==> src/rtl/fifo245_responder.sv <==
// Device-side responder for a 245-style parallel FIFO port: a CPU-written TX FIFO drained by
// the host and a host-filled RX FIFO read by the CPU, with synchronised CPU strobes.
module fifo245_responder #(
    parameter int unsigned DEPTH = 16,
    parameter int unsigned AW    = $clog2(DEPTH)
) (
    input  logic       clk,
    input  logic       _MR,
    input  logic       WR,
    input  logic       _RD,
    input  logic [7:0] d_in,
    output logic [7:0] d_out,
    output logic       d_oe,
    output logic       _TXE,
    output logic       _RXF,
    input  logic       host_rx_valid,
    input  logic [7:0] host_rx_data,
    output logic       host_rx_ready,
    output logic       host_tx_valid,
    output logic [7:0] host_tx_data,
    input  logic       host_tx_ready,
    output logic       tx_overflow,
    output logic       rx_underflow
);
    typedef logic [AW:0] cnt_t;
    localparam cnt_t FULL = cnt_t'(DEPTH);

    logic          wr_s1_q, wr_s1_d, wr_s2_q, wr_s2_d;
    logic          rd_s1_q, rd_s1_d, rd_s2_q, rd_s2_d;
    logic [7:0]    d_hold_q, d_hold_d;
    logic [AW-1:0] tx_wp_q, tx_wp_d, tx_rp_q, tx_rp_d;
    logic [AW-1:0] rx_wp_q, rx_wp_d, rx_rp_q, rx_rp_d;
    cnt_t          tx_cnt_q, tx_cnt_d, rx_cnt_q, rx_cnt_d;
    logic          tx_ovf_q, tx_ovf_d, rx_unf_q, rx_unf_d;
    logic          txe_q, txe_d, rxf_q, rxf_d;
    logic [7:0]    tx_mem [DEPTH];
    logic [7:0]    rx_mem [DEPTH];

    logic wr_fall, rd_rise;
    logic tx_full, tx_empty, rx_full, rx_empty;
    logic tx_push, tx_pop, rx_push, rx_pop;

    assign wr_fall  = wr_s2_q & ~wr_s1_q;
    assign rd_rise  = ~rd_s2_q & rd_s1_q;
    assign tx_full  = (tx_cnt_q == FULL);
    assign tx_empty = (tx_cnt_q == '0);
    assign rx_full  = (rx_cnt_q == FULL);
    assign rx_empty = (rx_cnt_q == '0);

    assign tx_push = wr_fall & ~tx_full;
    assign tx_pop  = host_tx_valid & host_tx_ready;
    assign rx_pop  = rd_rise & ~rx_empty;
    // A CPU pop in this cycle frees the head slot, so a full RX FIFO can still take a byte.
    assign host_rx_ready = ~rx_full | rx_pop;
    assign rx_push       = host_rx_valid & host_rx_ready;

    assign host_tx_valid = ~tx_empty;
    assign host_tx_data  = tx_mem[tx_rp_q];
    assign d_out         = rx_empty ? 8'hFF : rx_mem[rx_rp_q];
    assign d_oe          = ~_RD;
    assign _TXE          = txe_q;
    assign _RXF          = rxf_q;
    assign tx_overflow   = tx_ovf_q;
    assign rx_underflow  = rx_unf_q;

    always_comb begin
        wr_s1_d  = WR;
        wr_s2_d  = wr_s1_q;
        rd_s1_d  = _RD;
        rd_s2_d  = rd_s1_q;
        d_hold_d = wr_s1_q ? d_in : d_hold_q;

        tx_wp_d  = tx_push ? tx_wp_q + 1'b1 : tx_wp_q;
        tx_rp_d  = tx_pop  ? tx_rp_q + 1'b1 : tx_rp_q;
        rx_wp_d  = rx_push ? rx_wp_q + 1'b1 : rx_wp_q;
        rx_rp_d  = rx_pop  ? rx_rp_q + 1'b1 : rx_rp_q;
        tx_cnt_d = tx_cnt_q + cnt_t'(tx_push) - cnt_t'(tx_pop);
        rx_cnt_d = rx_cnt_q + cnt_t'(rx_push) - cnt_t'(rx_pop);

        tx_ovf_d = tx_ovf_q | (wr_fall & tx_full);
        rx_unf_d = rx_unf_q | (rd_rise & rx_empty);
        // Every processed write strobe yields a one-cycle busy pulse on _TXE.
        txe_d    = (tx_cnt_d == FULL) | wr_fall;
        rxf_d    = (rx_cnt_d == '0);
    end

    always_ff @(posedge clk or negedge _MR) begin
        if (!_MR) begin
            wr_s1_q  <= 1'b0;
            wr_s2_q  <= 1'b0;
            rd_s1_q  <= 1'b1;
            rd_s2_q  <= 1'b1;
            d_hold_q <= 8'h00;
            tx_wp_q  <= '0;
            tx_rp_q  <= '0;
            rx_wp_q  <= '0;
            rx_rp_q  <= '0;
            tx_cnt_q <= '0;
            rx_cnt_q <= '0;
            tx_ovf_q <= 1'b0;
            rx_unf_q <= 1'b0;
            txe_q    <= 1'b1;
            rxf_q    <= 1'b1;
        end else begin
            wr_s1_q  <= wr_s1_d;
            wr_s2_q  <= wr_s2_d;
            rd_s1_q  <= rd_s1_d;
            rd_s2_q  <= rd_s2_d;
            d_hold_q <= d_hold_d;
            tx_wp_q  <= tx_wp_d;
            tx_rp_q  <= tx_rp_d;
            rx_wp_q  <= rx_wp_d;
            rx_rp_q  <= rx_rp_d;
            tx_cnt_q <= tx_cnt_d;
            rx_cnt_q <= rx_cnt_d;
            tx_ovf_q <= tx_ovf_d;
            rx_unf_q <= rx_unf_d;
            txe_q    <= txe_d;
            rxf_q    <= rxf_d;
        end
    end

    // Storage needs no reset: emptiness is tracked by the counts alone.
    always_ff @(posedge clk) begin
        if (tx_push) tx_mem[tx_wp_q] <= d_hold_q;
        if (rx_push) rx_mem[rx_wp_q] <= host_rx_data;
    end

endmodule

==> config.mk <==
export PLATFORM = sky130hd
export DESIGN_NAME = fifo245_responder
export DESIGN_NICKNAME = d
export VERILOG_FILES = /design/src/rtl/fifo245_responder.sv
export SDC_FILE = /design/constraint.sdc
export NUM_CORES = 1
export LEC_CHECK = 0
export CAP_MARGIN = 20
export CORE_ASPECT_RATIO = 0.6
export CORE_MARGIN = 2
export CORE_UTILIZATION = 55
export DETAILED_ROUTE_END_ITERATION = 16
export PLACE_DENSITY_LB_ADDON = 0.15
export SETUP_SLACK_MARGIN = 0.4
export SLEW_MARGIN = 40
export SYNTH_ARGS = -nofsm -noshare
export SYNTH_HDL_FRONTEND = slang
export SYNTH_SLANG_ARGS = --single-unit
==> constraint.sdc <==
create_clock -name clk -period 2.8 [get_ports clk]
set_input_delay 0.28 -clock clk [delete_from_list [all_inputs] [get_ports clk]]
set_output_delay 0.28 -clock clk [all_outputs]
set_load 0.005 [all_outputs]
## After elaboration in Yosys (flattened, before gate mapping)

Memories as Yosys holds them, arrays and structs flattened.
Cells that the tools add are included.

- Bits in registers: 42
- Memory bits (writable): 256
- Input bits: 22
- Output and inout port bits: 23
- Word-level logic and storage cells: 55
- Memories kept: 2

Memory list:

| memory | depth | width | rd ports | clocked after Yosys merged registers in | wr ports | RTL line | source |
|---|---|---|---|---|---|---|---|
| rx_mem | 16 | 8 | 1 | 0 | 1 | 37 | `logic [7:0] rx_mem [DEPTH];` |
| tx_mem | 16 | 8 | 1 | 0 | 1 | 36 | `logic [7:0] tx_mem [DEPTH];` |

- Add/sub/neg operators: 8
- Equality and inequality tests: 3
- Multiplexer cells: 5
- Bitwise gates (word level): 19
- Reductions and logical operators: 3

Operator list:

| operator | count |
|---|---|
| 4-bit by 1-bit adder with 4-bit output (second input constant) | 4 |
| 5-bit equality test (second input constant) | 3 |
| 5-bit logical NOT | 3 |
| 5-bit by 1-bit adder with 5-bit output | 2 |
| 5-bit by 1-bit subtractor with 5-bit output | 2 |
| 1-bit AND | 8 |
| 8-bit 2-to-1 mux | 1 |
| 1-bit NOT | 7 |
| 1-bit 2-to-1 mux | 4 |
| 1-bit OR | 4 |

## Longest topological paths before layout

- Word-level depth: 8
- Depth in mapped cells: 15
- Depth with buffers taken out: 15

## Worst setup path before layout

OpenSTA, ideal clock, no wires.

- Path kind: register -> register
- Start point: reg tx_cnt_q[3]
- End point: reg txe_q, in the netlist _TXE
- Library setup time: 80 ps
- Data arrival time: 2843 ps
- Required time: 2720 ps
- Slack: -123 ps
- Cell stages (with the launch flop): 16
- Buffers on the path: 1
- Cells stage by stage: dfrtp_1 -> inv_1 -> ha_1 -> or4b_1 -> and2_1 -> clkbuf_1 -> ha_1 -> inv_1 -> ha_1 -> inv_1 -> fa_1 -> inv_1 -> a21oi_1 -> o21bai_1 -> xnor2_1 -> a32o_1

RTL lines:

| item | RTL line | source |
|---|---|---|
| from (decl) | 33 | `cnt_t tx_cnt_q, tx_cnt_d, rx_cnt_q, rx_cnt_d;` |
| from (signal assigned) | 114 | `tx_cnt_q <= tx_cnt_d;` |
| 5-bit logical NOT | 46 | `assign tx_empty = (tx_cnt_q == '0);` |
| 1-bit NOT | 57 | `assign host_tx_valid = ~tx_empty;` |
| via host_tx_valid | 19 | `output logic host_tx_valid,` |
| 1-bit AND | 51 | `assign tx_pop = host_tx_valid & host_tx_ready;` |
| via tx_pop | 41 | `logic tx_push, tx_pop, rx_push, rx_pop;` |
| 5-bit by 1-bit subtractor with 5-bit output | 77 | `tx_cnt_d = tx_cnt_q + cnt_t'(tx_push) - cnt_t'(tx_pop);` |
| via tx_cnt_d[4] | 33 |  |
| 5-bit equality test | 83 | `txe_d = (tx_cnt_d == FULL) \| wr_fall;` |
| 1-bit OR | 83 |  |
| via txe_d | 35 | `logic txe_q, txe_d, rxf_q, rxf_d;` |
| to (signal assigned) | 118 | `txe_q <= txe_d;` |
| to (decl) | 35 |  |

The timed path passes the listed nets, and every way through them passes these cells.
A chain may end at the register's enable or synchronous reset.

## Worst setup path after layout

- Start point: reg tx_cnt_q[2]
- End point: reg txe_q, in the netlist _TXE

- Word-level cells in the longest chain between the ends: 7

Ends and longest elaborated chain:

| item | RTL line | source |
|---|---|---|
| 5-bit equality test | 45 | `assign tx_full = (tx_cnt_q == FULL);` |
| 1-bit NOT | 50 | `assign tx_push = wr_fall & ~tx_full;` |
| 1-bit AND | 50 |  |
| 5-bit by 1-bit adder with 5-bit output | 77 |  |
| 5-bit by 1-bit subtractor with 5-bit output * | 77 |  |
| via tx_cnt_d[4] | 33 |  |
| 5-bit equality test * | 83 |  |
| 1-bit OR * | 83 |  |
| via txe_d | 35 |  |

Mark *: on every way through the listed nets, which the timed path passes. The rest lies on a longest branch.

==> results.cfg <==
[yosys]
synth_area_um2 = 12080
ys_types = 44
synth_edf_count = 256
seq_area_frac_synth = 0.7240
synth_top_flop_cell = edfxtp_1
synthArstFlopShare = 0.1409
synth_area_per_cell_um2 = 19.35
ys_ff_latch = 298
syn_nets = 669
synth_warnings = 0
synthCells = 624

[setup_path]
cp_num_cells = 14
end_kind = flip-flop
critPathArrivalTime_ns = 3.22
startpoint = tx_cnt_q[2]
crit_type = reg2reg
critical_path.top_delay_family = adder cells
rr_endpoint = _TXE
worst_path_max_delay_cell = or4b_4
critPathBufInv = 4
rrSetupSlack_ns = 0.04
required_ns = 3.26
r2r_start = tx_cnt_q[2]
crit_end = _TXE
critPathMaxFanout = 2
crit_chain = inv_2, ha_4, or4b_4, and2_4, ha_4, inv_4, ha_4, inv_2, fa_2, inv_2, a21oi_2, o21bai_2, xnor2_2, a32o_1
max_stage_delay_ns = 0.47
ff2ff_path_depth = 14
worst_setup_path_start_kind = flip-flop

[route]
vias_per_cell = 5.980
ant_nets = 0
first_pass_iters = 5
wl_per_cell_um = 25.22
route.vias.total = 6297
wl_um = 26550
drt_iter0_drc = 688
drc = 0

[placement]
port_buffers = 44
gp_congestion = 0.7807
pre_cts_ws_ns = -0.02660
hpwl_um = 16460

[sta]
finalCritPeriodShare = 0.9866
worst_slack_ns = 0.03763
fin_crit_ns = 2.762
finalHoldViolCount = 0
maxSlewViolCount = 0
setup_violations = 0
rsz0062_at_grt = true
skew_ns = 0.01393
slew_headroom = 0.4791
fmax_mhz = 362.0
worst_pin_slew_ns = 0.7790

[cells_and_area]
drive_gt1_frac = 0.3915
layout_common_cells = edfxtp_1, buf_4, mux4_2
final_common_cell = edfxtp_1
final_nets = 799
syn_to_final_growth_pct = 22.60
antenna_cells = 0
final_core_util = 0.6954

[clock_network]
clk_latency_ns = 0.53
cts_sinks = 298
cts_max_path_buffers = 3
cts-buffers-inserted = 27
cts-htree-levels = 1
tritoncts = done
root_buffer = clkbuf_16
clk_pin_slew_ns = 0.07

[grt]
busiest_layer = met1
gr-usage-met2 = 0.3252
grtUsageMet3 = 0.07705
use_met1 = 0.3596
grt_max_degree = 43
grt_pass1_vias = 6450
grtUsageTotal = 0.2319
antenna_found_initial = 0
grt.overflow.total = 0
grt_pass1_wl_um = 39290

[power]
power_leakage_nw = 5.219
clock_power_share = 0.233
vdd_drop_max_mv = 0.5051
combinationalPowerShare = 0.386
p_per_area_nw_per_um2 = 1063
internal_power_w = 0.01086
swShare = 0.3096
p_sw_w = 0.004872
pwr-share-seq = 0.381

[floorplanning]
coreArea_um2 = 21290
dieArea_um2 = 23200
initial_core_util = 0.5673
placementRows = 41
die_w_um = 195.3
top_level_ports = 45
die_y_um = 118.8

[hold_path]
min_from = WR
hp-class = in2reg

[outcome]
status = complete, no violations

[run]
max_cap_violations = 0
==> final cells by class <==
type,instances,area [µm²]
clock inverters,17,160.2
repair buffers,134,1330
clock buffers,32,724.4
inverters,28,107.6
fillers,1345,6484
multi-input cells,265,3385
well taps,279,349.1
flip-flops and latches,298,8750
==> flip-flops by register name (all words and copies together), names as in the netlist, 4 cells and up <==
| signal | cells |
|---|---|
| d_hold_q | 8 |
| tx_mem | 128 |
| rx_cnt_q | 5 |
| rx_mem | 128 |
| tx_cnt_q | 5 |
| rx_rp_q | 4 |
| tx_rp_q | 4 |
| tx_wp_q | 4 |
| rx_wp_q | 4 |
==> Yosys cell counts (2+ instances only) <==
cell type | instances | area share
dfrtp_1 | 38 | 0.079
a31o_2 | 2 | 0.0015
a21oi_1 | 12 | 0.0050
nand2_1 | 11 | 0.0034
o22ai_1 | 8 | 0.0041
nor2_1 | 18 | 0.0056
mux2_2 | 26 | 0.024
fa_1 | 2 | 0.0033
o21ai_0 | 11 | 0.0046
nor4_1 | 5 | 0.0026
mux4_2 | 26 | 0.048
clkbuf_1 | 13 | 0.0040
buf_6 | 3 | 0.0028
xor2_1 | 5 | 0.0036
mux2i_1 | 24 | 0.020
buf_1 | 7 | 0.0022
nand4_1 | 4 | 0.0021
buf_4 | 2 | 0.0012
buf_2 | 7 | 0.0029
edfxtp_1 | 256 | 0.64
dfstp_2 | 4 | 0.0087
xnor2_1 | 15 | 0.011
and2_1 | 11 | 0.0057
o21bai_1 | 2 | 0.0012
mux4_1 | 30 | 0.065
ha_1 | 21 | 0.022
inv_1 | 28 | 0.0087
a21o_1 | 2 | 0.0012
a221oi_1 | 8 | 0.0058
nor3_1 | 5 | 0.0021
nand2b_1 | 5 | 0.0026
==> metrics by stage <==
stage / TNS (ns) / area [µm²] / hold slack [ns] / total power (W) / std cells
global route: -0.06396 / 14810 / 0.1783 / 0.01642 / 1053
finish: 0 / 14810 / 0.1902 / 0.01573 / 1053
global placement: 0 / 13100 / 0.3719 / 0.01028 / 956
floorplan: 0 / 12160 / -0.01559 / 0.008732 / 624
detailed placement: -0.02660 / 13100 / 0.3189 / 0.01043 / 956
CTS: 0 / 14480 / 0.1874 / 0.01507 / 1042
==> power groups by stage <==
stage / clock [W] / combinational (W) / sequential [W]
3_3_place_gp: 0 / 0.00426 / 0.00601
5_1_grt: 0.00392 / 0.00645 / 0.00605
3_5_place_dp: 0 / 0.00437 / 0.00606
2_1_floorplan: 0 / 0.00303 / 0.00570
4_1_cts: 0.00372 / 0.00539 / 0.00596
6_report: 0.00367 / 0.00608 / 0.00599
==> worst min-delay path by stage <==
stage                   to  slack, ns  cells after the start
3_5_place_dp   tx_cnt_q[3]       0.32                      1
3_3_place_gp       rd_s2_q       0.37                      0
6_report           wr_s1_q       0.19                      1
4_1_cts            wr_s1_q       0.19                      1
5_1_grt            wr_s1_q       0.18                      1
2_1_floorplan  d_hold_q[0]      -0.02                      0
==> what timing repair did <==
item | CTS | global route
cloned | 2 | 2
hold buffers | 1 | 0
setup endpoints to repair | 23 | 23
pin swaps | 22 | 22
setup buffers | 34 | 9
hold endpoints to repair | 38 | 0
gates resized for setup | 174 | 44
==> kinds of logic (layout without fill, tap and decap cells) <==
logic type,Yosys count,count (layout),share of synthesized area
and+or+nand+nor,70,70,0.03119
adders and majority gates,23,23,0.02507
xor gates and xnor gates,20,20,0.01450
DFF,298,298,0.7240
muxes,106,106,0.1579
AOI/OAI and AO/OA,46,46,0.02424
buffers and inverters,61,211,0.02310
==> per-layer routing <==
metal | up-vias | part of all wire
met5 | - | 0
met4 | 0 | 0.013
met3 | 36 | 0.095
met2 | 249 | 0.43
met1 | 3288 | 0.46
li1 | 2724 | -
No activity file was read; power rests on OpenSTA's default activity.
